### src/rtl/access_lock_fsm.sv
// ---------------------------------------------------------------------------
// access_lock_fsm
//
// Keypad door lock. The user enters a code one digit at a time. Each digit
// is presented on access_code and qualified by a one-cycle strobe on
// validate_code. The FSM compares the digits against the stored CODE.
//
// - A correct complete code opens the door for OPEN_CYCLES cycles.
// - A wrong complete code pulses entry_error and bumps the failure count.
// - MAX_TRIES consecutive failures lock the keypad for LOCKOUT_CYCLES
//   cycles.
// - A partially entered code is abandoned when the user goes quiet for
//   ENTRY_TIMEOUT cycles. This does not count as a failure.
//
// Ports
//   clk              : single clock, all state changes on the rising edge
//   rst              : asynchronous active-high reset
//   validate_code    : digit strobe, access_code is sampled when high
//   access_code      : current digit, CODE_W bits
//   open_access_door : door release, high only while in OPEN
//   state_out        : state register (IDLE=00 ENTRY=01 OPEN=10 LOCKOUT=11)
//   fail_count       : consecutive failed codes, saturates at MAX_TRIES
//   entry_error      : one-cycle pulse after a wrong complete code
//
// Every output is driven straight from a register. No input reaches an
// output without passing through a flop.
// ---------------------------------------------------------------------------
module access_lock_fsm #(
  parameter int CODE_W         = 4,
  parameter int NUM_DIGITS     = 2,
  parameter logic [NUM_DIGITS*CODE_W-1:0] CODE = 8'h93,
  parameter int MAX_TRIES      = 3,
  parameter int OPEN_CYCLES    = 8,
  parameter int LOCKOUT_CYCLES = 16,
  parameter int ENTRY_TIMEOUT  = 10,
  localparam int FAIL_W        = $clog2(MAX_TRIES + 1)
) (
  input  logic              clk,
  input  logic              rst,
  input  logic              validate_code,
  input  logic [CODE_W-1:0] access_code,
  output logic              open_access_door,
  output logic [1:0]        state_out,
  output logic [FAIL_W-1:0] fail_count,
  output logic              entry_error
);

  // One shared timer serves the entry timeout, the open period and the
  // lockout period, because only one of them is ever running at a time.
  // The timer is sized by the largest of the three cycle parameters, plus
  // one bit of headroom, so the terminal count cannot overflow.
  localparam int TIMER_MAX_A = (OPEN_CYCLES > LOCKOUT_CYCLES) ? OPEN_CYCLES : LOCKOUT_CYCLES;
  localparam int TIMER_MAX   = (TIMER_MAX_A > ENTRY_TIMEOUT) ? TIMER_MAX_A : ENTRY_TIMEOUT;
  localparam int TIMER_W     = $clog2(TIMER_MAX) + 1;
  localparam int IDX_W       = (NUM_DIGITS > 1) ? $clog2(NUM_DIGITS) : 1;

  localparam logic [TIMER_W-1:0] OPEN_LAST    = TIMER_W'(OPEN_CYCLES - 1);
  localparam logic [TIMER_W-1:0] LOCKOUT_LAST = TIMER_W'(LOCKOUT_CYCLES - 1);
  localparam logic [TIMER_W-1:0] ENTRY_LAST   = TIMER_W'(ENTRY_TIMEOUT - 1);
  localparam logic [IDX_W-1:0]   FINAL_IDX    = IDX_W'(NUM_DIGITS - 1);
  localparam logic [FAIL_W-1:0]  FAIL_LIMIT   = FAIL_W'(MAX_TRIES);

  typedef enum logic [1:0] {
    IDLE    = 2'b00,
    ENTRY   = 2'b01,
    OPEN    = 2'b10,
    LOCKOUT = 2'b11
  } state_t;

  state_t              state_q, state_d;
  logic [IDX_W-1:0]    digitIdx_q, digitIdx_d;
  logic                mismatch_q, mismatch_d;
  logic [TIMER_W-1:0]  timer_q, timer_d;
  logic [FAIL_W-1:0]   failCount_q, failCount_d;
  logic                entryError_q, entryError_d;

  logic [CODE_W-1:0]   expectedDigit;
  logic                mismatchNow;
  logic                isFinalDigit;
  logic [FAIL_W-1:0]   failInc;

  // Select the stored digit the user should be typing right now. The first
  // digit entered lives in the most significant field of CODE.
  always_comb begin
    expectedDigit = '0;
    for (int i = 0; i < NUM_DIGITS; i++) begin
      if (digitIdx_q == IDX_W'(i)) begin
        expectedDigit = CODE[(NUM_DIGITS-1-i)*CODE_W +: CODE_W];
      end
    end
  end

  // The verdict for the last digit must include that digit's own compare
  // result. The sticky flag only holds the earlier digits, so fold the
  // current compare in before deciding.
  always_comb begin
    mismatchNow  = mismatch_q | (access_code != expectedDigit);
    isFinalDigit = (digitIdx_q == FINAL_IDX);
    failInc      = (failCount_q == FAIL_LIMIT) ? failCount_q
                                               : failCount_q + FAIL_W'(1);
  end

  // State and datapath registers. Reset is asynchronous, so the door
  // closes immediately even while the clock is running in OPEN.
  always_ff @(posedge clk or posedge rst) begin
    if (rst) begin
      state_q      <= IDLE;
      digitIdx_q   <= '0;
      mismatch_q   <= 1'b0;
      timer_q      <= '0;
      failCount_q  <= '0;
      entryError_q <= 1'b0;
    end else begin
      state_q      <= state_d;
      digitIdx_q   <= digitIdx_d;
      mismatch_q   <= mismatch_d;
      timer_q      <= timer_d;
      failCount_q  <= failCount_d;
      entryError_q <= entryError_d;
    end
  end

  // Next-state and datapath logic.
  //
  // In IDLE and ENTRY, every strobe cycle consumes one digit. A strobe held
  // high for several cycles therefore enters one digit per cycle.
  //
  // In ENTRY, the timer counts consecutive idle cycles since the last
  // digit. In OPEN and LOCKOUT, it counts the dwell time and the keypad is
  // ignored.
  always_comb begin
    state_d      = state_q;
    digitIdx_d   = digitIdx_q;
    mismatch_d   = mismatch_q;
    timer_d      = timer_q;
    failCount_d  = failCount_q;
    entryError_d = 1'b0;

    case (state_q)
      IDLE, ENTRY: begin
        if (validate_code) begin
          timer_d = '0;
          if (isFinalDigit) begin
            // The entry is over whatever the verdict is, so the digit
            // tracking starts fresh for the next attempt.
            digitIdx_d = '0;
            mismatch_d = 1'b0;
            if (!mismatchNow) begin
              state_d     = OPEN;
              failCount_d = '0;
            end else begin
              entryError_d = 1'b1;
              failCount_d  = failInc;
              state_d      = (failInc == FAIL_LIMIT) ? LOCKOUT : IDLE;
            end
          end else begin
            digitIdx_d = digitIdx_q + IDX_W'(1);
            mismatch_d = mismatchNow;
            state_d    = ENTRY;
          end
        end else if (state_q == ENTRY) begin
          // Abandoning a half-typed code is not a failed attempt, so the
          // failure count and entry_error are left untouched here.
          if (timer_q == ENTRY_LAST) begin
            state_d    = IDLE;
            digitIdx_d = '0;
            mismatch_d = 1'b0;
            timer_d    = '0;
          end else begin
            timer_d = timer_q + TIMER_W'(1);
          end
        end
      end

      OPEN: begin
        if (timer_q == OPEN_LAST) begin
          state_d = IDLE;
          timer_d = '0;
        end else begin
          timer_d = timer_q + TIMER_W'(1);
        end
      end

      LOCKOUT: begin
        // Serving the full lockout wipes the failure history.
        if (timer_q == LOCKOUT_LAST) begin
          state_d     = IDLE;
          timer_d     = '0;
          failCount_d = '0;
        end else begin
          timer_d = timer_q + TIMER_W'(1);
        end
      end

      default: begin
        state_d    = IDLE;
        digitIdx_d = '0;
        mismatch_d = 1'b0;
        timer_d    = '0;
      end
    endcase
  end

  // Moore outputs, decoded from registers only.
  always_comb begin
    state_out        = state_q;
    open_access_door = (state_q == OPEN);
    fail_count       = failCount_q;
    entry_error      = entryError_q;
  end

endmodule

### config.mk
export PLATFORM = sky130hd
export DESIGN_NAME = access_lock_fsm
export DESIGN_NICKNAME = d
export VERILOG_FILES = /design/src/rtl/access_lock_fsm.sv
export SDC_FILE = /design/constraint.sdc
export NUM_CORES = 1
export LEC_CHECK = 0
export CORE_AREA = 2 2 45 47
export CTS_BUF_LIST = sky130_fd_sc_hd__clkbuf_4 sky130_fd_sc_hd__clkbuf_8 sky130_fd_sc_hd__clkbuf_16
export DETAILED_ROUTE_END_ITERATION = 12
export DIE_AREA = 0 0 47 49
export PLACE_DENSITY = 0.77
export SLEW_MARGIN = 20
export SYNTH_ARGS = -nofsm -noshare
export SYNTH_HDL_FRONTEND = slang
export SYNTH_SLANG_ARGS = --single-unit
export TNS_END_PERCENT = 50
### constraint.sdc
create_clock -name clk -period 3.3 [get_ports clk]
set_input_delay 0.66 -clock clk [delete_from_list [all_inputs] [get_ports clk]]
set_output_delay 0.66 -clock clk [all_outputs]
set_load 0.05 [all_outputs]
Yosys cells after proc, flatten, opt, wreduce, memory -nomap -nowiden:

Index checks and enable logic that the tools add are counted.

* bits of input ports: 7
* flip-flop bits (word level): 12
* logic and storage cells: 64

* equal/unequal tests: 15
* bitwise logic cells: 1
* muxes and demuxes: 31
* reduce and logical (&&, ||, !) cells: 8
* add/subtract/negate cells: 3

Operators by type and width (count)
* $mux W5: 5
* $mux W2: 12
* $pmux W5 S3: 1
* $eq A5 B4 Y1 const B: 2
* $mux W1: 10
* $eq A2 B2 Y1 const B: 4
* $reduce_and A4 Y1: 2
* $ne A2 B2 Y1 const B: 3
* $ne A3 B3 Y1 const B: 2
* $pmux W2 S3: 1
* $reduce_bool A2 Y1: 3
* $add A5 B1 Y5 const B: 1
* $eq A5 B3 Y1 const B: 1
* $mux W4: 1
* $ne A4 B4 Y1: 1
* $pmux W2 S2: 1
* $reduce_and A3 Y1: 1
* $add A2 B1 Y2 const B: 1
* $eq A2 B1 Y1 const B: 1
* $logic_not A2 Y1: 1
* $ne A2 B1 Y1 const B: 1
* $reduce_or A2 Y1: 1
* $add A1 B1 Y1 const B: 1
* $or A1 B1 Y1: 1

Depth between registers and ports, before layout:

Gate-level depths: netlist of the first run.

* depth after elaboration: 8
* mapped depth: 8

Worst setup path after synthesis of the first run:

No wires, ideal clock.

* kind: register to output
* from: register state_q[0], in the netlist state_out[0]
* to: output port open_access_door
* arrival time: 1.320 ns
* stages on the path, launching flop included: 4
* data required time: 2.640 ns
* slack: 1.320 ns
* cell sequence: dfrtp_1 -> clkbuf_1 -> nand2b_1 -> inv_1

* word-level cells in the longest chain between the ends: 1

RTL lines
* from (decl): line 70 `state_t state_q, state_d;`
* from (signal assigned): line 114 `state_q <= state_d;`
* $eq A2 B2 Y1: line 207 `open_access_door = (state_q == OPEN);`
* to (decl): line 42 `output logic open_access_door,`

No other way between the ends.

Worst setup path in the final report of the first run:

Ends and elaborated chain as after synthesis.

==> results of run 1 <==
[worst min path at each step]
stage / end / depth (start not counted)
after floorplan: digitIdx_q$_DFFE_PP0P_ / 1
after global placement: timer_q[1]$_DFFE_PP0N_ / 1
after detailed placement: fail_count[0]$_DFFE_PP0P_ / 2
after CTS: fail_count[0]$_DFFE_PP0P_ / 2
after global routing: timer_q[0]$_DFFE_PP0N_ / 2
final: timer_q[0]$_DFFE_PP0N_ / 2
[flip-flops by register name, indices dropped and copies added (netlist names)]
register	flops
digitIdx_q	1
entry_error	1
fail_count	2
mismatch_q	1
state_out	2
timer_q	5
[final cells by class]
cell class / instances / share of cell area [%]
timing repair buffer: 12 / 12.78
tap: 27 / 3.595
multi-input combinational: 61 / 45.41
sequential: 12 / 31.96
clock buffer: 4 / 3.862
inverter: 6 / 2.397
[worst reg2reg max path, delay by kind of cell (launching register included)]
kind,cells,cell delay (ns)
AOI/OAI and AO/OA,3,0.59
adders and majority gates,2,0.43
buffers and inverters,1,0.08
DFF,1,0.42
and+or+nand+nor,2,0.27
[Yosys cell counts]
cell,n
and4bb_2,2
buf_2,1
o21bai_1,1
nand3b_1,3
a31oi_1,1
nor3b_1,1
and2_1,1
and2b_1,1
or2_2,1
a21o_1,1
nor2b_1,3
or3b_4,1
clkbuf_1,2
inv_1,6
dfrtp_1,12
o221ai_1,1
o22ai_1,1
a22oi_1,1
a2111oi_4,1
a21oi_1,3
nand3_1,2
and3b_1,1
a21boi_0,1
nand2b_1,2
nor3_1,1
ha_1,4
nor2_1,5
nor3_2,1
nand2_1,9
o211ai_1,3
o21ai_0,6
a22o_1,3
[per-stage QoR]
stage	utilization (%)	worst slack (ns)
after floorplan	-	1.320
after global placement	49.05	0.9370
after detailed placement	49.05	0.8589
after CTS	51.02	0.7416
after global routing	51.02	0.6668
final	51.02	0.7396
[routing by layer]
layer	vias to the layer above	track usage (%)
li1	320	-
met1	298	21.26
met2	15	26.03
met3	5	5.926
met4	0	6.019
met5	-	0
[report_power, final]
| group | switching (mW) | leakage (nW) | total, mW | internal [mW] |
|---|---|---|---|---|
| registers | 0.0834 | 0.145 | 0.286 | 0.203 |
| logic | 0.230 | 0.255 | 0.391 | 0.161 |
| clock network | 0.0569 | 0.0210 | 0.124 | 0.0673 |
| total | 0.370 | 0.420 | 0.802 | 0.431 |
[cell families (layout without fill, tap and decap cells)]
kind of cell / count (synthesis) / after routing / share of synthesized area [%]
compound gates: 23 / 23 / 22.66
fa+ha+maj: 4 / 4 / 6.568
buf+inv: 9 / 22 / 4.597
flops: 12 / 12 / 39.41
simple gates: 34 / 34 / 26.77
==> run_results.csv, run 1 <==
group,metric,value,unit
logic_synthesis,yosys_warnings,0,
outcome,status,"finished, final reports clean",
pwr,p_per_area,853.0,nW/um^2
logic_synthesis,syn_area_per_cell,9.292,sq um
detailed_routing,dr_wl_met2,762,um
timing,setup_tns,0,ns
detailed_routing,antenna_left,0,
cells_and_area,diodes,0,
detailed_routing,routed_via_density,5.230,
clock_network,clock_path_buffers,2,
worst_setup_path,worst-path-buf-inv,2,
cells_and_area,final_cells,122,
worst_setup_path,r2r_cells,8,
floorplan,die_w,47,um
timing,min_period,2.560,ns
detailed_routing,route.met3.wl,89,um
logic_synthesis,syn_nets,93,
logic_synthesis,ys_ff_latch,12,
logic_synthesis,yosysSeqAreaShare,39.41,%
clock_network,post-cts-setup-buffers,0,
clock_network,ctsResizeCount,0,
cells_and_area,regArea,300.3,sq um
timing,tightest_slew,0.6330,ns
logic_synthesis,ys_types,32,
cells_and_area,multiInputGateArea,426.7,sq um
clock_network,cts_root_buf,"clkbuf_4",
logic_synthesis,syn_area,762.0,sq um
worst_setup_path,slowest_stage,"clkdlybuf4s50_1",
min_path,holdCritPathClass,"flop to flop",
cells_and_area,fin_nets,107,
clock_network,cts.sinks,12,
clock_network,path_clk_slew,0.09,ns
global_routing,grt_max_degree,14,
logic_synthesis,synth_top_area_share,39.41,%
global_routing,gr-total-overflow,0,
worst_setup_path,path_depth,3,
logic_synthesis,ys_top_cells_by_area,"dfrtp_1 39%, ha_1 6.6%, nand2_1 4.4%, o21ai_0 3.9%, a2111oi_4 3.6%",
global_routing,grt_usage,16.87,%
detailed_routing,top_layer_used,"met4",
worst_setup_path,worstSetupEndpoint,"open_access_door",
worst_setup_path,cp.arrival,1.90,ns
floorplan,core,1842,sq um
worst_setup_path,cp-end-kind,"primary output",
clock_network,cts_tree,"done",
logic_synthesis,syn-instance-count,82,
worst_setup_path,setup.worst_path.class,"flop to primary output",
timing,min_period_over_period,77.59,%
floorplan,start_util,41.37,%
clock_network,holdBufCountCts,0,
pwr,p_leak,0.4204,nW
worst_setup_path,cp_max_fo,9,
cells_and_area,design_area,939.7,sq um
placed_design,hpwl,1.173,mm
detailed_routing,drtPass1Iterations,4,
timing,finalSetupViolCount,0,
floorplan,num_rows,16,
detailed_routing,wl_per_cell,13.13,um
worst_setup_path,cp-start-kind,"flop",
worst_setup_path,r2r_end,"timer_q[3]$_DFFE_PP0N_",
detailed_routing,num_vias,638,
detailed_routing,drt-total-wl,1.602,mm
global_routing,grt_pass1_vias,655,
logic_synthesis,synth_top_cell_by_area,"dfrtp_1",
timing,rsz0062_at_grt,"false",
worst_setup_path,cpPeakStageDelay,0.80,ns
worst_setup_path,worst_ep_required_time,2.64,ns
detailed_routing,drc,0,
timing,slew_viol_final,0,
floorplan,die_area,2303,sq um
cells_and_area,area.growth.synth_to_final,23.32,%
placed_design,dp.cells,118,
detailed_routing,met1Wirelength,727,um
placed_design,gp_congestion,0.7726,
timing,slew_headroom,57.57,%
worst_setup_path,rrSetupSlack,1.43,ns
pwr,p_total,0.8016,mW
cells_and_area,fillers,183,
placed_design,io_buffers,12,
floorplan,io_pins,13,
cells_and_area,final_layout_size_suffix_gt1_share,10.53,%
cells_and_area,most-common-layout-cells,"12 x dfrtp_1, 12 x clkdlybuf4s50_1, 9 x nand2_1",
clock_network,clock_latency,0.29,ns
detailed_routing,first_iter_violations,9,
pwr,ir_worst_vdd,0.4442,mV
clock_network,cts.htree.levels,1,
floorplan,die_y,49,um
global_routing,grt_pass1_wl,2.794,mm
clock_network,cts_made_buffers,3,
global_routing,antenna_found_initial,0,
worst_setup_path,crit_chain,"nand2b_1, inv_1, clkdlybuf4s50_1",
worst_setup_path,crit_family,"buffers and inverters",
run,cap_violations,0,
timing,final.setup_skew,0.01128,ns
worst_setup_path,reg2reg_from,"timer_q[0]$_DFFE_PP0N_",
timing,hold_violations,0,
timing,fmax,0.3906,GHz
worst_setup_path,critPathLaunch,"state_out[0]$_DFFE_PP0P_",
min_path,min_from,"timer_q[0]$_DFFE_PP0N_",
timing,finalHoldWorstSlack,0.5777,ns
placed_design,placed_area,903.4,sq um
No activity file was read; power rests on OpenSTA's default activity.
==> run 2, diff against run 1 <==
- PLACE_DENSITY: 0.77 -> 0.79
- clock period: 3.3 -> 2.1 ns (I/O delays scaled with it)
==> run_results.csv, run 2 (same netlist as run 1, synthesis figures left out) <==
group,metric,value,unit
worst_setup_path,critPathLaunch,"fail_count[1]$_DFFE_PP0P_",
timing,final.setup_skew,0.007005,ns
run,cap_violations,0,
cells_and_area,fillers,187,
worst_setup_path,cp.arrival,1.56,ns
floorplan,core,1842,sq um
global_routing,grt_pass1_vias,565,
worst_setup_path,crit_family,"buffers and inverters",
pwr,power_frac_seq,34.0,%
outcome,status,"finished, final reports clean",
pwr,power.internal,0.6960,mW
worst_setup_path,rrSetupSlack,0.26,ns
cells_and_area,final_common_cell,"dfrtp_1",
global_routing,antenna_found_initial,0,
worst_setup_path,cp-start-kind,"flop",
worst_setup_path,slowest_stage,"clkdlybuf4s50_1",
timing,fmax,0.5046,GHz
floorplan,num_rows,16,
worst_setup_path,worst-path-buf-inv,1,
floorplan,io_pins,13,
detailed_routing,drt-total-wl,1.544,mm
placed_design,io_buffers,12,
worst_setup_path,cp_max_fo,6,
placed_design,pre_cts_ws,-0.1183,ns
placed_design,gp_congestion,0.8182,
floorplan,die_w,47,um
timing,slew_viol_final,0,
floorplan,die_area,2303,sq um
timing,tightest_slew,0.4931,ns
pwr,p_leak,0.4385,nW
timing,setup_tns,0,ns
detailed_routing,num_vias,638,
pwr,sw_frac_of_total,45.32,%
timing,rsz0062_at_grt,"false",
worst_setup_path,cpPeakStageDelay,0.84,ns
timing,worst_slack,0.1181,ns
min_path,holdCritPathClass,"primary input to asynchronous set/reset pin",
pwr,p_per_area,1321,nW/um^2
clock_network,post-cts-setup-buffers,0,
worst_setup_path,crit_chain,"clkdlybuf4s50_1",
worst_setup_path,r2r_cells,8,
floorplan,start_util,41.37,%
global_routing,grt_max_degree,14,
clock_network,cts.sinks,12,
floorplan,die_y,49,um
cells_and_area,regMostFlops,"timer_q",
worst_setup_path,cp-end-kind,"primary output",
cells_and_area,fin_util,52.31,%
cells_and_area,fin_nets,110,
global_routing,grt_pass1_wl,2.490,mm
cells_and_area,final_cells,125,
global_routing,gr-total-overflow,0,
clock_network,clock_latency,0.28,ns
detailed_routing,drtPass1Iterations,4,
worst_setup_path,r2r_end,"timer_q[3]$_DFFE_PP0N_",
cells_and_area,most-common-layout-cells,"12 x dfrtp_1, 10 x clkdlybuf4s50_1, 9 x nand2_1",
timing,min_period,1.982,ns
timing,slew_headroom,67.02,%
timing,hold_violations,0,
clock_network,cts.htree.levels,1,
pwr,power.switching,0.5769,mW
worst_setup_path,worst_ep_required_time,1.68,ns
cells_and_area,area.growth.synth_to_final,26.44,%
detailed_routing,routed_via_density,5.104,
placed_design,dp.cells,121,
detailed_routing,wl_per_cell,12.35,um
cells_and_area,design_area,963.4,sq um
placed_design,placed_area,920.9,sq um
global_routing,grt_usage,14.57,%
clock_network,cts_root_buf,"clkbuf_4",
pwr,pwr-share-clk,14.8,%
detailed_routing,first_iter_violations,20,
detailed_routing,antenna_left,0,
timing,finalSetupViolCount,0,
cells_and_area,final_layout_size_suffix_gt1_share,16.33,%
pwr,combinationalPowerShare,51.2,%
clock_network,clock_path_buffers,2,
clock_network,holdBufCountCts,0,
timing,finalHoldWorstSlack,0.4385,ns
clock_network,cts_tree,"done",
pwr,p_total,1.273,mW
clock_network,cts_made_buffers,3,
pwr,ir_worst_vdd,0.6824,mV
clock_network,path_clk_slew,0.08,ns
cells_and_area,diodes,0,
worst_setup_path,path_depth,1,
worst_setup_path,reg2reg_from,"timer_q[0]$_DFFE_PP0N_",
detailed_routing,drc,0,
timing,min_period_over_period,94.38,%
cells_and_area,largest_register_ffs,5,
placed_design,hpwl,1.146,mm
worst_setup_path,setup.worst_path.class,"flop to primary output",
worst_setup_path,worstSetupEndpoint,"fail_count[1]",
clock_network,ctsResizeCount,0,
==> run 2: cell count changes in the layout (fill, tap and decap cells not counted) <==
cell             delta
buf_4               +5
o221ai_2            +1
clkdlybuf4s50_1     -2
o221ai_1            -1
==> run 2: routing by layer <==
| layer | part of all wire, % | up-vias | track usage [%] |
|---|---|---|---|
| li1 | - | 321 | - |
| met1 | 42 | 302 | 19.12 |
| met2 | 51 | 13 | 22.83 |
| met3 | 6.0 | 2 | 6.296 |
| met4 | 0.58 | 0 | 1.389 |
| met5 | 0 | - | 0 |
==> run 2: worst min-delay path by stage <==
stage	end	slack [ns]
final	fail_count[1]$_DFFE_PP0P_	0.44
after floorplan	digitIdx_q$_DFFE_PP0P_	0.28
after CTS	timer_q[2]$_DFFE_PP0N_	0.47
after global routing	timer_q[2]$_DFFE_PP0N_	0.49
after global placement	timer_q[0]$_DFFE_PP0N_	0.55
after detailed placement	fail_count[0]$_DFFE_PP0P_	0.56
==> run 2: area by class of cell <==
type | instances | area [sq um] | share of cell area, %
clock buffers | 4 | 36.28 | 3.766
inverters | 6 | 22.52 | 2.338
multi-input cells | 61 | 432.9 | 44.94
flip-flops and latches | 12 | 300.3 | 31.17
well taps | 27 | 33.78 | 3.506
repair buffers | 15 | 137.6 | 14.29
==> run 2: power by group through the flow <==
stage	Clock, mW	Sequential [mW]	Combinational (mW)
2_1_floorplan	0	0.513	0.382
3_3_place_gp	0	0.430	0.629
3_5_place_dp	0	0.434	0.643
4_1_cts	0.191	0.430	0.645
5_1_grt	0.201	0.451	0.720
6_report	0.188	0.432	0.652
